File: src/rtl/ccff_chain_loader.sv
// Serializes configuration words LSB-first onto the ccff chain with a per-bit shift enable.
// Define CCFF_READBACK_EN to capture ccff_tail into readback words.
//
//   state  | meaning
//   IDLE   | waiting for start; buffers inert
//   RUN    | accepting words and shifting until CHAIN_LEN bits are out
//   FIN    | one-cycle done pulse, then back to IDLE
module ccff_chain_loader #(
  parameter int WORD_W    = 8,
  parameter int CHAIN_LEN = 4,
  parameter int CNT_W     = 16
) (
  input  logic              prog_clk,
  input  logic              prog_reset,
  input  logic              start,
  input  logic [WORD_W-1:0] word_in,
  input  logic              word_valid,
  output logic              word_ready,
  output logic              ccff_head,
  output logic              ccff_shift_en,
  input  logic              ccff_tail,
  output logic              busy,
  output logic              done,
  output logic [WORD_W-1:0] rb_data,
  output logic              rb_valid
);

  localparam int NWORDS = (CHAIN_LEN + WORD_W - 1) / WORD_W;
  localparam int SB_W   = $clog2(WORD_W + 1);

  localparam logic [CNT_W-1:0] CHAIN_LEN_C = CNT_W'(CHAIN_LEN);
  localparam logic [CNT_W-1:0] NWORDS_C    = CNT_W'(NWORDS);
  localparam logic [SB_W-1:0]  WORD_W_C    = SB_W'(WORD_W);
  localparam logic [SB_W-1:0]  SBITS_ONE   = SB_W'(1);

  typedef enum logic [1:0] {
    S_IDLE,
    S_RUN,
    S_FIN
  } state_t;

  state_t             state;
  logic [CNT_W-1:0]   bit_cnt;
  logic [CNT_W-1:0]   words_acc;
  logic [WORD_W-1:0]  sreg;
  logic [SB_W-1:0]    sbits;
  logic [WORD_W-1:0]  hold;
  logic               hold_full;

  logic shift_now;
  logic sreg_free;
  logic hs;

  assign word_ready = (state == S_RUN) && !hold_full && (words_acc < NWORDS_C);
  assign hs         = word_valid && word_ready;
  assign shift_now  = (state == S_RUN) && (sbits != '0) && (bit_cnt < CHAIN_LEN_C);
  // sreg can take a new word when it is empty or its last bit leaves this cycle
  assign sreg_free  = (sbits == '0) || (shift_now && (sbits == SBITS_ONE));

  always_ff @(posedge prog_clk or posedge prog_reset) begin
    if (prog_reset) begin
      state         <= S_IDLE;
      busy          <= 1'b0;
      done          <= 1'b0;
      bit_cnt       <= '0;
      words_acc     <= '0;
      sreg          <= '0;
      sbits         <= '0;
      hold          <= '0;
      hold_full     <= 1'b0;
      ccff_head     <= 1'b0;
      ccff_shift_en <= 1'b0;
    end else begin
      done          <= 1'b0;
      ccff_shift_en <= shift_now;
      if (shift_now) begin
        ccff_head <= sreg[0];
      end
      case (state)
        S_IDLE: begin
          if (start) begin
            state     <= S_RUN;
            busy      <= 1'b1;
            bit_cnt   <= '0;
            words_acc <= '0;
            sbits     <= '0;
            hold_full <= 1'b0;
          end
        end
        S_RUN: begin
          if (shift_now) begin
            bit_cnt <= bit_cnt + 1'b1;
          end
          if (hs) begin
            words_acc <= words_acc + 1'b1;
          end
          if (sreg_free) begin
            if (hold_full) begin
              sreg      <= hold;
              sbits     <= WORD_W_C;
              hold_full <= 1'b0;
            end else if (hs) begin
              sreg  <= word_in;
              sbits <= WORD_W_C;
            end else if (shift_now) begin
              sreg  <= sreg >> 1;
              sbits <= sbits - 1'b1;
            end
          end else begin
            if (shift_now) begin
              sreg  <= sreg >> 1;
              sbits <= sbits - 1'b1;
            end
            if (hs) begin
              hold      <= word_in;
              hold_full <= 1'b1;
            end
          end
          if (bit_cnt == CHAIN_LEN_C) begin
            state <= S_FIN;
            busy  <= 1'b0;
            done  <= 1'b1;
          end
        end
        S_FIN: begin
          state <= S_IDLE;
        end
        default: begin
          state <= S_IDLE;
        end
      endcase
    end
  end

`ifdef CCFF_READBACK_EN
  localparam logic [SB_W-1:0]  RB_LAST = SB_W'(WORD_W - 1);
  localparam logic [CNT_W-1:0] CL_LAST = CNT_W'(CHAIN_LEN - 1);

  logic [WORD_W-1:0] rb_pack;
  logic [WORD_W-1:0] rb_next;
  logic [SB_W-1:0]   rb_cnt;
  logic [CNT_W-1:0]  rb_total;

  assign rb_next = rb_pack | (WORD_W'(ccff_tail) << rb_cnt);

  // the edge ending a shift-enable cycle is the one where the chain ejects ccff_tail
  always_ff @(posedge prog_clk or posedge prog_reset) begin
    if (prog_reset) begin
      rb_pack  <= '0;
      rb_cnt   <= '0;
      rb_total <= '0;
      rb_data  <= '0;
      rb_valid <= 1'b0;
    end else begin
      rb_valid <= 1'b0;
      if ((state == S_IDLE) && start) begin
        rb_pack  <= '0;
        rb_cnt   <= '0;
        rb_total <= '0;
      end else if (ccff_shift_en) begin
        rb_total <= rb_total + 1'b1;
        if ((rb_cnt == RB_LAST) || (rb_total == CL_LAST)) begin
          rb_data  <= rb_next;
          rb_valid <= 1'b1;
          rb_pack  <= '0;
          rb_cnt   <= '0;
        end else begin
          rb_pack <= rb_next;
          rb_cnt  <= rb_cnt + 1'b1;
        end
      end
    end
  end
`else
  logic unused_tail;
  assign unused_tail = ccff_tail;
  assign rb_data     = '0;
  assign rb_valid    = 1'b0;
`endif

endmodule
File: config.mk
export PLATFORM = sky130hd
export DESIGN_NAME = ccff_chain_loader
export DESIGN_NICKNAME = d
export VERILOG_FILES = /design/src/rtl/ccff_chain_loader.sv
export SDC_FILE = /design/constraint.sdc
export NUM_CORES = 1
export LEC_CHECK = 0
export BUFFER_PORTS_ARGS = -buffer_cell sky130_fd_sc_hd__buf_2
export CORE_MARGIN = 3
export CORE_UTILIZATION = 58
export DETAILED_ROUTE_END_ITERATION = 10
export PLACE_DENSITY_LB_ADDON = 0.2
export SLEW_MARGIN = 0
export SYNTH_ARGS = -nofsm -noshare
export SYNTH_HDL_FRONTEND = slang
export SYNTH_SLANG_ARGS = --single-unit
File: constraint.sdc
create_clock -name prog_clk -period 2.6 [get_ports prog_clk]
set_input_delay 0.26 -clock prog_clk [delete_from_list [all_inputs] [get_ports prog_clk]]
set_output_delay 0.26 -clock prog_clk [all_outputs]
set_load 0.1 [all_outputs]
Yosys cells after proc, flatten, opt, wreduce, memory -nomap -nowiden
Cells that the tools add are included.

Add/sub/neg operators: 3. Order comparisons: 2. Eq/ne operators: 8. Muxes and demuxes: 27. Bitwise operators: 1. Reductions and logical operators: 19.

Operators with widths (number): case mux 16 bit (2 select lines) (2); 2-to-1 mux 16 bit (3); adder 16 x 1 -> 16 bit, second input constant (2); 2-to-1 mux 8 bit (4); 2-to-1 mux 4 bit (5); equality test 16 x 3 -> 1 bit, second input constant (1); less-than comparator 16 x 1 -> 1 bit, second input constant (1); less-than comparator 16 x 3 -> 1 bit, second input constant (1); AND reduction 3 bit (5); case mux 4 bit (2 select lines) (1); 2-to-1 mux 1 bit (7); logical AND 1 bit (6); != test 2 bit, second input constant (3); equality test 4 x 1 -> 1 bit, second input constant (1); logical NOT 4 bit (1); 2-to-1 mux 2 bit (2); case mux 1 bit (2 select lines) (2); case mux 2 bit (2 select lines) (1); AND reduction 2 bit (2); nonzero test 4 bit (1); subtractor 4 x 1 -> 4 bit, second input constant (1); != test 3 bit, second input constant (1); equality test 2 x 1 -> 1 bit, second input constant (1); logical NOT 2 bit (1); 5 further kinds (5).

Bits in registers: 59. Bits of input ports: 13. Output and inout port bits: 14. Logic and storage cells: 71.

Logic depth before layout (Yosys ltp)
Word-level depth: 8. Mapped depth: 8. Depth with buffers taken out: 8.

Least setup slack after synthesis
No wires, ideal clock.

Path type: register -> output. From: register words_acc[7]. To: output port word_ready. Arrival time: 2512 ps. Data required time: 2340 ps. Path slack: -172 ps. Stages on the path, launching flop included: 4. Path buffers: 0. Path through: dfrtp_1 or4_1 or2_2 nor2_1.

Longest elaborated chain between the ends: 2.

Ends and longest elaborated chain: from (decl) (line 44) `logic [CNT_W-1:0] words_acc;`; from (signal assigned) (line 95) `words_acc <= words_acc + 1'b1;`; less-than comparator 16 x 1 -> 1 bit (line 54) `assign word_ready = (state == S_RUN) && !hold_full && (words_acc < NWORDS_C);`; logical AND 1 bit (line 54); to (decl) (line 18) `output logic word_ready,`.

Every way passes these cells.

Worst setup path in the final report
Ends and elaborated chain as after synthesis.

==> flow_metrics.py <==
metrics = {
    "cts": {
        "cts-root-buf": "clkbuf_8",
        "clk_latency_ns": 0.34,
        "cts.sinks": 59,
        "cts-htree-levels": 3,
        "path_clk_slew_ns": 0.07,
        "cts_tree": "done",
        "clock_path_buffers": 2,
        "cts_buffers": 9,
    },
    "synthesis": {
        "async_reset_ff_frac": 1.000,
        "ys_seq_elements": 59,
        "yosys_warnings": 0,
        "yosys.area.top_type": "dfrtp_1",
        "synth_edf_count": 0,
        "yosysSeqAreaShare": 0.5194,
        "syn_area_sq_um": 2843,
        "synth_area_leaders": "dfrtp_1 52%, and2_1 4.8%, mux2_4 4.2%",
        "synth_area_per_cell_sq_um": 11.02,
        "ys_types": 52,
        "synth-main-ff-cell": "dfrtp_1",
        "synth_top_area_share": 0.5194,
        "syn_inst": 258,
    },
    "worst_setup_path": {
        "critical_path_class": "reg -> out",
        "end_kind": "output port",
        "cp_data_arrival_time_ns": 2.22,
        "path_max_fanout": 3,
        "cp-start-kind": "register",
        "required_ns": 2.34,
        "worstReg2RegStart": "bit_cnt[11]",
        "critPathLaunch": "words_acc[7]",
    },
    "timing": {
        "maxSlewHeadroom": 0.5963,
        "period_share": 0.9530,
        "skew_ns": 0.009914,
        "hold_viol": 0,
        "slew_violations": 0,
        "fin_setup_tns_ns": 0,
        "period_needed_ns": 2.478,
        "rsz0062_at_grt": "false",
        "max_freq_mhz": 403.6,
        "setup_viol": 0,
        "tightest_slew_ns": 0.6041,
    },
    "global_route": {
        "grt_overflow_total": 0,
        "antenna_found_initial": 0,
        "grt_pass1_vias": 1977,
        "track_usage": 0.2065,
        "grt_pass1_wl_um": 9508,
        "grt_max_degree": 60,
    },
    "detailed_routing": {
        "first_pass_iters": 4,
        "vias": 1975,
        "drtIter0Drc": 113,
        "viasPerCell": 5.675,
        "drc_errors": 0,
        "totalWireLength_um": 5329,
        "wl_per_cell_um": 15.31,
        "drt.antenna.violating_nets": 0,
    },
    "power_and_ir_drop": {
        "p_per_area_nw_per_um2": 1172,
        "power_frac_comb": 0.448,
        "p_int_uw": 2064,
        "switching_share": 0.4322,
        "leakage_uw": 0.001504,
        "seq_power_share": 0.364,
        "p_sw_uw": 1571,
        "total_power_uw": 3635,
        "ir_drop_mv": 0.5475,
        "p_clk_frac": 0.188,
    },
    "floorplanning": {
        "placementRows": 24,
        "die_w_um": 76.01,
        "top_level_ports": 27,
        "die-area_sq_um": 5778,
        "start_util": 0.6269,
        "coreArea_sq_um": 4534,
        "dieHeight_um": 76.01,
    },
    "final_layout": {
        "area_growth_pct": 9.111,
        "final_common_cell": "dfrtp_1",
        "drive_gt1_frac": 0.2191,
        "fillers": 348,
        "n_antenna_cell": 0,
        "finalNetCount": 297,
        "final_cell_mix": "59 x dfrtp_1, 22 x and2_1, 18 x nand2_1",
    },
    "run_status": {
        "status": "finished, final reports clean",
    },
    "min_path": {
        "min_path_type": "in -> reg",
        "worstHoldStart": "word_in[2]",
    },
    "place": {
        "port_buffers": 16,
        "place_congestion": 0.7913,
        "dp_hpwl_um": 3590,
    },
    "job": {
        "cap_violations": 0,
    },
}
[power groups by stage]
stage                     Combinational [uW]  Clock, uW  Sequential (uW)
final                                   1630        683             1320
after global routing                    1790        744             1360
after CTS                               1630        706             1320
after detailed placement                1630          0             1330
after global placement                  1600          0             1330
after floorplan                         1250          0             1440
[sequential cells by signal, summed over array words and instances (netlist names)]
name,count
bit_cnt,16
busy,1
ccff_head,1
ccff_shift_en,1
done,1
hold,8
hold_full,1
sbits,4
sreg,8
state,2
words_acc,16
[synth_stat cells, types with 2 or more instances]
| library cell | instances |
|---|---|
| nand3_1 | 5 |
| and3_1 | 2 |
| and2_1 | 22 |
| clkbuf_8 | 3 |
| nor2_1 | 14 |
| nor2b_1 | 2 |
| o21ai_0 | 10 |
| a21oi_1 | 9 |
| nor4_1 | 3 |
| mux2_4 | 8 |
| a31oi_1 | 3 |
| or4_4 | 2 |
| dfrtp_1 | 59 |
| inv_1 | 11 |
| or3_1 | 2 |
| or2_2 | 2 |
| o31ai_1 | 2 |
| or4_1 | 2 |
| a21o_1 | 2 |
| a41oi_1 | 2 |
| or3_2 | 2 |
| nand2_1 | 18 |
| a221o_1 | 7 |
| a211oi_1 | 7 |
| ha_1 | 6 |
| clkbuf_1 | 6 |
| nor3_2 | 2 |
| buf_4 | 9 |
| nand4_1 | 9 |
| and4_1 | 5 |
[cells by family (layout without fill, tap and decap cells)]
family | count (synthesis) | count (layout) | synth area share
other cells | 1 | 9 | 0.001319
buf+inv | 31 | 48 | 0.06646
fa+ha+maj | 6 | 6 | 0.02641
compound gates | 53 | 53 | 0.1312
flops | 59 | 59 | 0.5194
mux | 8 | 8 | 0.04226
simple gates | 100 | 100 | 0.2130
[metal layers]
metal  up-vias  share of wire  GRT usage
li1        957              -          -
met1       973           0.48     0.2898
met2        36           0.47     0.3014
met3         9          0.039    0.06265
met4         0          0.016    0.08333
met5         -              0          0
[per-stage QoR]
stage                     utilization  setup slack [ns]  instances  cell area (sq um)  hold WS, ns
after floorplan                     -            0.2891        266               2875       0.4080
after global placement         0.6465            0.3138        331               2932       0.3356
after detailed placement       0.6465            0.2990        331               2932       0.3413
after CTS                      0.6841           0.09112        348               3102       0.1455
after global routing           0.6841           0.03941        348               3102       0.1586
final                          0.6841            0.1223        348               3102       0.1650
[critical path, cell delays in order (launching register included)]
cell and delay, ns:
dfrtp_1 0.38, or4_1 0.60, or2_2 0.35, nor2_2 0.11, buf_2 0.44
[worst paths after layout]
check,endpoint,slack (ns),cells past startpoint
max in group asynchronous,state[0],1.84,4
worst max-delay path,word_ready,0.12,4
min in group asynchronous,words_acc[9],0.52,4
worst min-delay path,hold[2],0.17,2
worst min register to register,bit_cnt[8],0.48,1
worst max register to register,sreg[4],0.29,5
[what timing repair did]
action / CTS / global route
gates resized for setup: 0 / 0
setup buffers: 0 / 0
hold buffers: 1 / 0
hold endpoints to repair: 59 / 0
[final cells by class]
cell class	count	area [sq um]	share of cell area
inverters	11	41.29	0.01331
flip-flops and latches	59	1476	0.4760
multi-input cells	176	1210	0.3901
clock inverters	6	32.53	0.01049
well taps	65	81.33	0.02622
repair buffers	21	132.6	0.04276
clock buffers	10	127.6	0.04115
No activity file was read; power rests on OpenSTA's default activity.
